<file path="src/rtl/pbit_pkg.sv">
// pbit_pkg: shared FSM states, beta shift encodings and field saturation for the p-bit Gibbs scheduler.
package pbit_pkg;
  typedef enum logic [2:0] {IDLE, LOAD, ACCUM, DECIDE, DONE} state_t;
  localparam logic [1:0] SHIFT_NONE = 2'b00;
  localparam logic [1:0] SHIFT_HALF = 2'b01;
  localparam logic [1:0] SHIFT_X2   = 2'b10;
  localparam logic [1:0] SHIFT_X4   = 2'b11;
  localparam int SAT_MAX = 7;
  localparam int SAT_MIN = -8;
  function automatic logic signed [3:0] sat4(input logic signed [31:0] v);
    return v > SAT_MAX ? 4'sd7 : v < SAT_MIN ? -4'sd8 : v[3:0];
  endfunction
endpackage

</file>
<file path="src/rtl/pbit_field_acc.sv">
// pbit_field_acc: local-field accumulator with beta shift, saturation and random compare for one p-bit decision.
module pbit_field_acc
  import pbit_pkg::*;
#(
  parameter int WW = 4,
  parameter int AW = 8
) (
  input  logic                 clk,
  input  logic                 reset,
  input  logic                 load,
  input  logic                 add,
  input  logic                 decide,
  input  logic                 skip,
  input  logic                 spin_j,
  input  logic signed [WW-1:0] bias,
  input  logic signed [WW-1:0] weight,
  input  logic [1:0]           bit_shift,
  input  logic signed [3:0]    rng_in,
  output logic                 spin_new
);
  localparam int SW = AW + 2;
  logic signed [AW-1:0] acc, w_ext;
  logic signed [SW-1:0] wide, scaled;
  always_comb begin
    w_ext = AW'(weight);
    wide = SW'(acc);
    scaled = bit_shift == SHIFT_HALF ? wide >>> 1 :
             bit_shift == SHIFT_X2   ? wide <<< 1 :
             bit_shift == SHIFT_X4   ? wide <<< 2 : wide;
    spin_new = decide && (sat4(32'(scaled)) > rng_in);
  end
  always_ff @(posedge clk or posedge reset)
    if (reset) acc <= '0;
    else if (load) acc <= AW'(bias);
    else if (add && !skip) acc <= spin_j ? acc + w_ext : acc - w_ext;
endmodule

</file>
<file path="src/rtl/pbit_gibbs_scheduler.sv">
// pbit_gibbs_scheduler: sequential Gibbs sweep controller over an N-spin fully connected p-bit network.
module pbit_gibbs_scheduler
  import pbit_pkg::*;
#(
  parameter int N  = 4,
  parameter int WW = 4,
  parameter int AW = 8,
  localparam int IW = $clog2(N),
  localparam int CW = $clog2(N * N)
) (
  input  logic                 clk,
  input  logic                 reset,
  input  logic                 start,
  input  logic [7:0]           num_sweeps,
  input  logic [1:0]           bit_shift,
  input  logic signed [3:0]    rng_in,
  input  logic                 cfg_we,
  input  logic [CW-1:0]        cfg_addr,
  input  logic signed [WW-1:0] cfg_data,
  output logic                 busy,
  output logic                 done,
  output logic                 spin_valid,
  output logic [IW-1:0]        spin_idx,
  output logic [N-1:0]         spins
);
  state_t state, state_n;
  logic [IW-1:0] idx, col;
  logic [7:0] sweep, nsw;
  logic [1:0] shift;
  logic signed [WW-1:0] w [N*N];
  logic load, add, decide, up;
  always_comb begin
    load = state == LOAD;
    add = state == ACCUM;
    decide = state == DECIDE;
    busy = state != IDLE;
    done = state == DONE;
    state_n = state;
    case (state)
      IDLE:   if (start) state_n = |num_sweeps ? LOAD : DONE;
      LOAD:   state_n = ACCUM;
      ACCUM:  if (col == IW'(N - 1)) state_n = DECIDE;
      DECIDE: state_n = idx != IW'(N - 1) ? LOAD : sweep != nsw - 8'd1 ? LOAD : DONE;
      default: state_n = IDLE;
    endcase
  end
  // Counters, captured run parameters, weight memory and the spin register.
  always_ff @(posedge clk or posedge reset)
    if (reset) begin
      state <= IDLE;
      idx <= '0;
      col <= '0;
      sweep <= '0;
      nsw <= '0;
      shift <= SHIFT_NONE;
      spins <= '0;
      spin_valid <= 1'b0;
      spin_idx <= '0;
      for (int k = 0; k < N * N; k++) w[k] <= '0;
    end else begin
      state <= state_n;
      spin_valid <= decide;
      if (state == IDLE && cfg_we) w[cfg_addr] <= cfg_data;
      if (state == IDLE && start) begin
        nsw <= num_sweeps;
        shift <= bit_shift;
        idx <= '0;
        sweep <= '0;
      end
      if (load) col <= '0;
      if (add) col <= col + 1'b1;
      if (decide) begin
        spins[idx] <= up;
        spin_idx <= idx;
        if (idx != IW'(N - 1)) idx <= idx + 1'b1;
        else begin
          idx <= '0;
          sweep <= sweep + 8'd1;
        end
      end
    end
  pbit_field_acc #(.WW(WW), .AW(AW)) u_acc (
    .clk(clk),
    .reset(reset),
    .load(load),
    .add(add),
    .decide(decide),
    .skip(col == idx),
    .spin_j(spins[col]),
    .bias(w[CW'(idx * (N + 1))]),
    .weight(w[CW'(idx * N + col)]),
    .bit_shift(shift),
    .rng_in(rng_in),
    .spin_new(up)
  );
endmodule
</file>
<file path="config.mk">
export PLATFORM = sky130hd
export DESIGN_NAME = pbit_gibbs_scheduler
export DESIGN_NICKNAME = d
export VERILOG_FILES = /design/src/rtl/pbit_pkg.sv /design/src/rtl/pbit_field_acc.sv /design/src/rtl/pbit_gibbs_scheduler.sv
export SDC_FILE = /design/constraint.sdc
export NUM_CORES = 1
export LEC_CHECK = 0
export ABC_AREA = 1
export CAP_MARGIN = 20
export CORE_AREA = 2 2 109 111
export DETAILED_ROUTE_END_ITERATION = 12
export DIE_AREA = 0 0 111 113
export PLACE_DENSITY = 0.73
export SKIP_LAST_GASP = 1
export SLEW_MARGIN = 20
export SYNTH_ARGS = -nofsm -noshare
export SYNTH_HDL_FRONTEND = slang
export SYNTH_SLANG_ARGS = --single-unit
</file>
<file path="constraint.sdc">
create_clock -name clk -period 7.9 [get_ports clk]
set_input_delay 1.185 -clock clk [delete_from_list [all_inputs] [get_ports clk]]
set_output_delay 1.185 -clock clk [all_outputs]
set_load 0.05 [all_outputs]
</file>
Word-level counts from Yosys, hierarchy flattened --
Index checks and enable logic that the tools add are counted.
Cells by class: muxes and demuxes 36, $mul 1, reductions and logical operators 14, equality and inequality tests 13, add/sub/neg operators 7, bitwise gates (word level) 3, order comparisons 10
Operators with widths (count):
- $bwmux W64 | 1
- $mux W8 | 6
- $bmux W4 S4 | 2
- $mux W4 | 7
- $mux W9 | 3
- $demux W4 S4 | 1
- $ge A5 B5 Y1 const B | 3
- $mux W3 | 5
- $not A4 Y5 | 3
- $pmux W3 S4 | 1
- $gt A10 B4 Y1 const B | 1
- $lt A10 B4 Y1 const B | 1
- $mux W2 | 5
- $add A8 B1 Y8 const B | 1
- $add A8 B4 Y8 | 1
- $ne A8 B8 Y1 | 1
- $reduce_or A8 Y1 | 1
- $sub A8 B1 Y8 const B | 1
- $sub A8 B4 Y8 | 1
- $eq A2 B2 Y1 const B | 3
- $eq A3 B2 Y1 const B | 2
- $logic_and A1 B1 Y1 | 6
- $lt A2 B3 Y1 const B | 2
- $ne A2 B2 Y1 const B | 3
- other kinds (19) | 23
Storage, ports and cells: logic and storage cells 110, output and inout bits 9, bits in registers 104

Longest topological paths before layout --
Gate-level depths: netlist of run 1.
word-level depth 10, gate-level depth with buffers 24

By module --
From an unflattened synthesis of run 1, not the netlist that was laid out.
Unflattened totals: cells, all modules 803, area total of the unflattened synthesis 5999.5 um2
Modules (own cells, without submodules):
- pbit_gibbs_scheduler | cells an instance 603, sequential area each 2402.3 um2, area each 4817.1 um2, instances 1
- pbit_field_acc | cells an instance 200, sequential area each 200.2 um2, area each 1182.4 um2, instances 1

Worst setup path before layout of run 1 --
No wires, ideal clock.
path kind reg2reg, from register col[0], to register u_acc.acc[6], clock period less this slack 2.995 ns, path buffers 3, setup time 0.087 ns, setup slack 4.905 ns, cell stages (with the launch flop) 24, arrival time 2.908 ns, cell sequence dfrtp_1 > buf_4 > buf_6 > buf_4 > o211ai_1 > o211ai_1 > o211ai_1 > nand2_1 > nor2_1 > nand2_1 > ha_1 > nand2_1 > nand2_1 > inv_1 > ha_1 > nand2_1 > nand2_1 > a31oi_1 > nor2_1 > o21ai_0 > nand2_1 > a21oi_1 > o21ai_0 > a22oi_1
On the way: word-level cells in the longest chain between the ends 9
RTL lines:
- start: declaration | RTL line pbit_gibbs_scheduler.sv:27 | logic [IW-1:0] idx, col;
- start signal: assignment | RTL line pbit_gibbs_scheduler.sv:71 | if (add) col <= col + 1'b1;
- $add A4 B2 Y4 | RTL line pbit_gibbs_scheduler.sv:91 | .weight(w[CW'(idx * N + col)]),
- $not A4 Y5 (implied by the code) | RTL line pbit_gibbs_scheduler.sv:91
- $bmux W4 S4 | RTL line pbit_gibbs_scheduler.sv:91
- $mux W4 (implied by the code) (2 in a row) | RTL line pbit_gibbs_scheduler.sv:91
- $sub A8 B4 Y8 / $add A8 B4 Y8 (equally long branches) | RTL line pbit_field_acc.sv:35 | else if (add && !skip) acc <= spin_j ? acc + w_ext : acc - w_ext;
- $mux W8 (2 in a row) | RTL line pbit_field_acc.sv:35
- $mux W8 | RTL line pbit_field_acc.sv:34 | else if (load) acc <= AW'(bias);
- end signal: assignment | RTL line pbit_field_acc.sv:34
- end signal: assignment | RTL line pbit_field_acc.sv:35
- end: declaration | RTL line pbit_field_acc.sv:22 | logic signed [AW-1:0] acc, w_ext;
Parallel ways exist; a longest one is shown, timed or not. The select of a mux whose other input is x is not followed. A chain may end at the register's enable or synchronous reset.

Final worst setup path of run 1 --
Same ends and word-level chain as after synthesis.

==> summary.txt, run 1 <==
Layout Cells excl Fill - 973
Synth-to-Final Area Change - 11.9%
Worst Path Class, Setup - flop to flop
Via count - 5,452
Most common cell in the synthesized netlist - nand2_1
Mapped Avg Cell Area - 7.58 µm²
Routability congestion estimate - 0.908
Worst hold path type - flop to flop
H-tree depth - 3
Die H - 113 µm
1st-iter DRT viols - 486
Inserted Clock Buffers - 9
Number of synthesized flops with an enable pin - 0
Worst-Skew Late Latency - 0.36 ns
DP Area - 0.00648 mm²
Resized cells post-CTS - 0
Vias in the first global route - 5,181
# diodes - 0
Status - complete, no violations
Worst rel slew slack - 45.1%
Yosys warns - 0
Post-place setup slack - 4.08 ns
Clock transition at path regs - 0.07 ns
#FFs+latches synth - 104
Power density cells - 463 mW/mm²
Design Area, Final - 0.00679 mm²
Maximum clock path buffer count - 2
Seq/Total Area, Yosys - 42.9%
P_leak - 3.21 nW
Number of remaining DRC errors - 0
DR vias/cell - 5.60
Final setup violating endpoints - 0
Startpoint Class - flop
Commonest cells post-synth - nand2_1 (164), dfrtp_1 (104), inv_1 (101), o21ai_0 (101), nor2_1 (62)
Filler instances - 1,038
Buffers on Ports - 34
Synth top area cells - dfrtp_1 (43%), nand2_1 (10%), o21ai_0 (8.3%), inv_1 (6.2%), a21oi_1 (4.1%)
RSZ-0062 raised after global routing - no
Synth top area share - 42.9%
Row Count - 39
Slew @ Worst Pin - 0.823 ns
WHS - 0.494 ns
Tot Pwr - 3.14 mW
Die area - 0.0125 mm²
Cell count after synthesis - 801
CTS tree - built
Nets - 872
Clock skew - 0.00705 ns
Placed insts - 957
Clock sinks - 104
Post-DRT Antenna Nets - 0
Post CTS Setup Buffer Count - 0
Largest net degree at the start of global routing - 66
Data arrival, critical path - 4.19 ns
Post-Syn Area - 0.00607 mm²
Yosys top cell by area - dfrtp_1
First-pass GRT wire length - 25,900 µm
Final WS setup - 3.98 ns
Min cycle time layout - 3.92 ns
Initial antenna violation count - 0
Core box area - 0.0113 mm²
Post-Route WL - 15,400 µm
Tcrit/Tclk final - 49.6%
Post-layout util - 60.2%
Syn_nets - 848
Avg WL per Cell - 15.8 µm
WP data required - 8.18 ns
Starting Density - 53.8%
Clk root buf - clkbuf_16
Io pins - 35
Total gr overflow - 0
Final slew viol count - 0
Peak VDD IR - 0.242 mV
Share of layout cells above drive strength 1 - 6.87%
GRT Total Usage - 25.9%
Initial DRT Pass Iterations - 5
Primary FF master, synth - dfrtp_1
Max_cap viols - 0
Ys async rst share - 100%
Hold Fails Final Rpt - 0
Fmax - 0.255 GHz
Setup_tns - 0 ns
Die X - 111 µm
Max FO, Critical Path - 28
Library cells used by synthesis - 46
Endpoint type of the worst setup path - flop
Dpl hpwl - 11,300 µm
Hold buffers post-CTS - 0
logic make-up (layout without fill, tap and decap cells):
family                   after synthesis  after routing  share of synthesized area (%)
buffers and inverters                139            168                           9.26
AO/OA/AOI/OAI                        218            218                           19.6
XOR/XNOR                              13             13                           1.88
adder cells (fa/ha/maj)               21             21                           4.45
AND/OR/NAND/NOR                      306            306                           22.0
flip-flops                           104            104                           42.9
cell type report:
| cell class | instances | area (µm²) | area share (%) |
|---|---|---|---|
| multi-input cells | 558 | 2900 | 42.8 |
| flip-flops and latches | 104 | 2600 | 38.3 |
| inverters | 116 | 443 | 6.52 |
| repair buffers | 36 | 355 | 5.23 |
| clock buffers | 11 | 243 | 3.57 |
| well taps | 143 | 179 | 2.63 |
| clock inverters | 5 | 63.8 | 0.940 |
sequential cells by signal, indices dropped and copies added (netlist names):
signal,cells
u_acc.acc,8
w,64
shift,2
idx,2
spin_idx,2
col,2
sweep,8
spin_valid,1
spins,4
state,3
nsw,8
layer usage:
| metal | wire [µm] | vias to the layer above | global-route usage [%] |
|---|---|---|---|
| met5 | 0 | - | 0 |
| met1 | 6590 | 2556 | 33.1 |
| li1 | - | 2683 | - |
| met2 | 7340 | 181 | 42.5 |
| met3 | 968 | 32 | 6.86 |
| met4 | 487 | 0 | 9.92 |
report_power, final:
part	switching, mW	internal, mW
sequential	0.218	0.770
combinational	1.07	0.625
clock	0.202	0.257
placed cells by master, fill, tap and decap left out, types with 2 or more instances in the layout:
master | netlist | final
nor3_1 | 4 | 4
inv_1 | 101 | 100
inv_2 | 12 | 12
buf_4 | 5 | 2
nor2_4 | 2 | 2
nor2_2 | 10 | 10
clkbuf_16 | 0 | 9
a22oi_1 | 5 | 5
or2_2 | 4 | 4
dfrtp_1 | 104 | 104
o21ai_0 | 101 | 101
xnor2_1 | 7 | 7
clkdlybuf4s50_1 | 0 | 34
o21ai_1 | 29 | 29
nor2_1 | 62 | 62
a31oi_1 | 2 | 2
nand2_2 | 2 | 2
nand4_1 | 2 | 2
o22ai_1 | 8 | 8
nand2_1 | 164 | 164
o211ai_1 | 11 | 11
o221ai_1 | 5 | 5
nand3_1 | 47 | 47
clkinv_4 | 0 | 2
ha_1 | 20 | 20
xor2_1 | 6 | 6
inv_4 | 2 | 3
a21oi_1 | 50 | 50
nor3_2 | 2 | 2
critical path: stages, from the launching register on:
cell      delay [ns]
dfrtp_1         0.73
buf_4           0.39
inv_4           0.17
o21ai_0         0.18
o21ai_0         0.10
o211ai_1        0.19
nand2_1         0.10
nor2_1          0.11
nand2_1         0.08
ha_1            0.29
nand2_1         0.06
nand2_1         0.07
inv_1           0.04
ha_1            0.32
nand2_1         0.08
nand2_1         0.05
a31oi_1         0.21
nor2_1          0.08
o21ai_0         0.15
nand2_1         0.08
a21oi_1         0.11
o21ai_0         0.09
a22oi_1         0.13
worst paths after layout:
kind | from | to | slack (ns) | depth (start not counted)
setup / recovery | col[0] | u_acc.acc[6] | 3.98 | 22
hold / removal | w[39] | w[39] | 0.49 | 2
setup reg to reg | col[0] | u_acc.acc[6] | 3.98 | 22
hold reg to reg | w[39] | w[39] | 0.49 | 2
max in group asynchronous | reset | w[43] | 5.48 | 3
min in group asynchronous | reset | sweep[1] | 1.22 | 2
Note: power is estimated with default switching activity, not from simulation.
==> run 2: changes to the inputs <==
--- a/config.mk
+++ b/config.mk
@@ -7,10 +7,10 @@
 export LEC_CHECK = 0
 export ABC_AREA = 1
 export CAP_MARGIN = 20
-export CORE_AREA = 2 2 109 111
+export CORE_AREA = 2 2 110 112
 export DETAILED_ROUTE_END_ITERATION = 12
-export DIE_AREA = 0 0 111 113
-export PLACE_DENSITY = 0.73
+export DIE_AREA = 0 0 112 114
+export PLACE_DENSITY = 0.74
 export SKIP_LAST_GASP = 1
 export SLEW_MARGIN = 20
 export SYNTH_ARGS = -nofsm -noshare
==> constraint.sdc (replaced) <==
create_clock -name clk -period 3.3 [get_ports clk]
set_input_delay 0.495 -clock clk [delete_from_list [all_inputs] [get_ports clk]]
set_output_delay 0.495 -clock clk [all_outputs]
set_load 0.05 [all_outputs]
==> run 2 against run 1 <==
  * Clock skew decreased by 0.0017 ns
  * Wire length increased by 5.4%
  * Sequential power increased by 140%
  * Highest routed layer unchanged
  * Largest cell class unchanged
  * Final cell count increased by 2.9%
  * Critical endpoint unchanged
==> summary.txt, run 2 (synthesized netlist as in run 1, its figures left out) <==
Status - complete, no violations
Avg WL per Cell - 16.2 µm
Post-place setup slack - 0.0824 ns
Data arrival, critical path - 3.46 ns
Placed insts - 970
Inserted Clock Buffers - 9
Buffers on Ports - 34
Clock transition at path regs - 0.07 ns
Initial DRT Pass Iterations - 5
Most common cell after layout, fill and taps aside - nand2_1
Initial antenna violation count - 0
Worst Path Class, Setup - flop to flop
Starting Density - 51.8%
Row Count - 40
R2R depth - 22
Via count - 5,601
Biggest register - w
Tcrit/Tclk final - 96.6%
Reg-to-Reg End - u_acc.acc[6]
Max reg flops - 64
Max FO, Critical Path - 6
Clk root buf - clkbuf_16
Power density cells - 1190 mW/mm²
Endpoint type of the worst setup path - flop
Nets - 896
Final WS setup - 0.113 ns
DR vias/cell - 5.60
# diodes - 0
Die H - 114 µm
Peak VDD IR - 0.670 mV
WHS Endpoint - w[21]
First-pass GRT wire length - 26,300 µm
Total gr overflow - 0
Post-DRT Antenna Nets - 0
Post-Route WL - 16,200 µm
Largest net degree at the start of global routing - 49
WHS - 0.485 ns
Number of remaining DRC errors - 0
Maximum clock path buffer count - 2
Max_cap viols - 0
Clock sinks - 104
Hold-critical path depth - 2
Final slew viol count - 0
1st-iter DRT viols - 446
Io pins - 35
Worst rel slew slack - 59.1%
Worst-Skew Late Latency - 0.35 ns
Reg2reg setup slack - 0.11 ns
Worst hold path type - flop to flop
Share of layout cells above drive strength 1 - 11.9%
Routability congestion estimate - 0.941
H-tree depth - 3
Hold Fails Final Rpt - 0
Core box area - 0.0117 mm²
CTS tree - built
Worst r2r src - col[0]
Hold buffers post-CTS - 0
Vias in the first global route - 5,367
Layout Cells excl Fill - 1,001
Hold path start - w[21]
WP data required - 3.57 ns
Slew @ Worst Pin - 0.614 ns
Clock skew - 0.00532 ns
Setup_tns - 0 ns
Final setup violating endpoints - 0
Post-layout util - 61.0%
Synth-to-Final Area Change - 17.7%
Startpoint Class - flop
P_leak - 3.35 nW
Die X - 112 µm
GRT Total Usage - 26.0%
Commonest cells after routing, fill and taps aside - nand2_1 (161), dfrtp_1 (102), inv_1 (98)
Dpl hpwl - 11,700 µm
Fmax - 0.314 GHz
Die area - 0.0128 mm²
Min cycle time layout - 3.19 ns
-- run 2: cell types whose count changed in the layout (fill, tap and decap cells not counted), sizes merged --
cell / before / now
buf: 2 / 23
bufinv: 1 / 0
clkbuf: 11 / 15
clkinv: 3 / 5
clkinvlp: 1 / 0
inv: 116 / 115
-- run 2: critical path: stages (launching register included) --
cell	delay, ns
dfrtp_2	0.55
buf_8	0.16
nor2_1	0.05
a21oi_1	0.18
o21ai_1	0.09
o211ai_1	0.18
nand2_1	0.12
nor2_1	0.11
nand2_1	0.08
ha_1	0.28
nand2_1	0.05
nand2_1	0.08
inv_2	0.05
ha_4	0.22
nand2_1	0.06
nand2_1	0.06
a31oi_2	0.18
nor2_1	0.08
o21ai_1	0.12
nand2_1	0.09
a21oi_2	0.11
o21ai_1	0.07
a22oi_1	0.14
-- run 2: cell type report --
cell class	count	area (µm²)
Inverter	116	455
Tap cell	147	184
Timing Repair Buffer	59	611
Fill cell	1061	4570
Clock buffer	13	240
Multi-Input combinational cell	558	3020
Clock inverter	3	18.8
Sequential cell	104	2610
Timing Repair inverter	1	11.3
-- run 2: worst max-delay path by stage --
stage,startpoint,end,slack (ns),cells past startpoint
after floorplan,reset,col[0],0.07,1
after CTS,col[0],u_acc.acc[6],0.06,22
after global placement,col[1],u_acc.acc[6],0.21,22
after global routing,col[0],u_acc.acc[6],-0.1,21
final,col[0],u_acc.acc[6],0.11,22
after detailed placement,col[0],u_acc.acc[6],0.08,22
-- run 2: metrics by stage --
stage,power [mW],area (µm²)
finish,8.47,7140
global route,9.17,7140
CTS,7.47,6830
detailed placement,6.45,6570
global placement,6.25,6570
floorplan,5.36,6070
-- run 2: where the power goes --
part / leakage (nW) / switching, mW / total, mW / internal (mW)
registers: 1.27 / 0.486 / 2.33 / 1.85
clock network: 0.128 / 0.470 / 0.983 / 0.512
logic: 1.95 / 3.02 / 5.15 / 2.13
-- run 2: timing repair --
action | in CTS | in global routing
resized for setup | 0 | 49
setup endpoints to repair | 0 | 5
setup buffers | 0 | 12
-- run 2: metal layers --
| layer | global-route usage (%) | wire, µm |
|---|---|---|
| met1 | 33.7 | 6810 |
| met2 | 43.3 | 7840 |
| met3 | 5.95 | 1080 |
| met4 | 8.86 | 489 |
| met5 | 0 | 0 |
==> run 3: changes to the inputs <==
==> constraint.sdc (replaced) <==
create_clock -name clk -period 3.3 [get_ports clk]
set_input_delay 0.495 -clock clk [delete_from_list [all_inputs] [get_ports clk]]
set_output_delay 0.495 -clock clk [all_outputs]
set_load 0.02 [all_outputs]
==> results of run 3 <==
Same layout as run 2 (identical final DEF). Status: complete, no violations.
Among the figures that moved: total power 8.47 mW -> 8.36 mW; worst IR drop on VDD 0.670 mV -> 0.669 mV
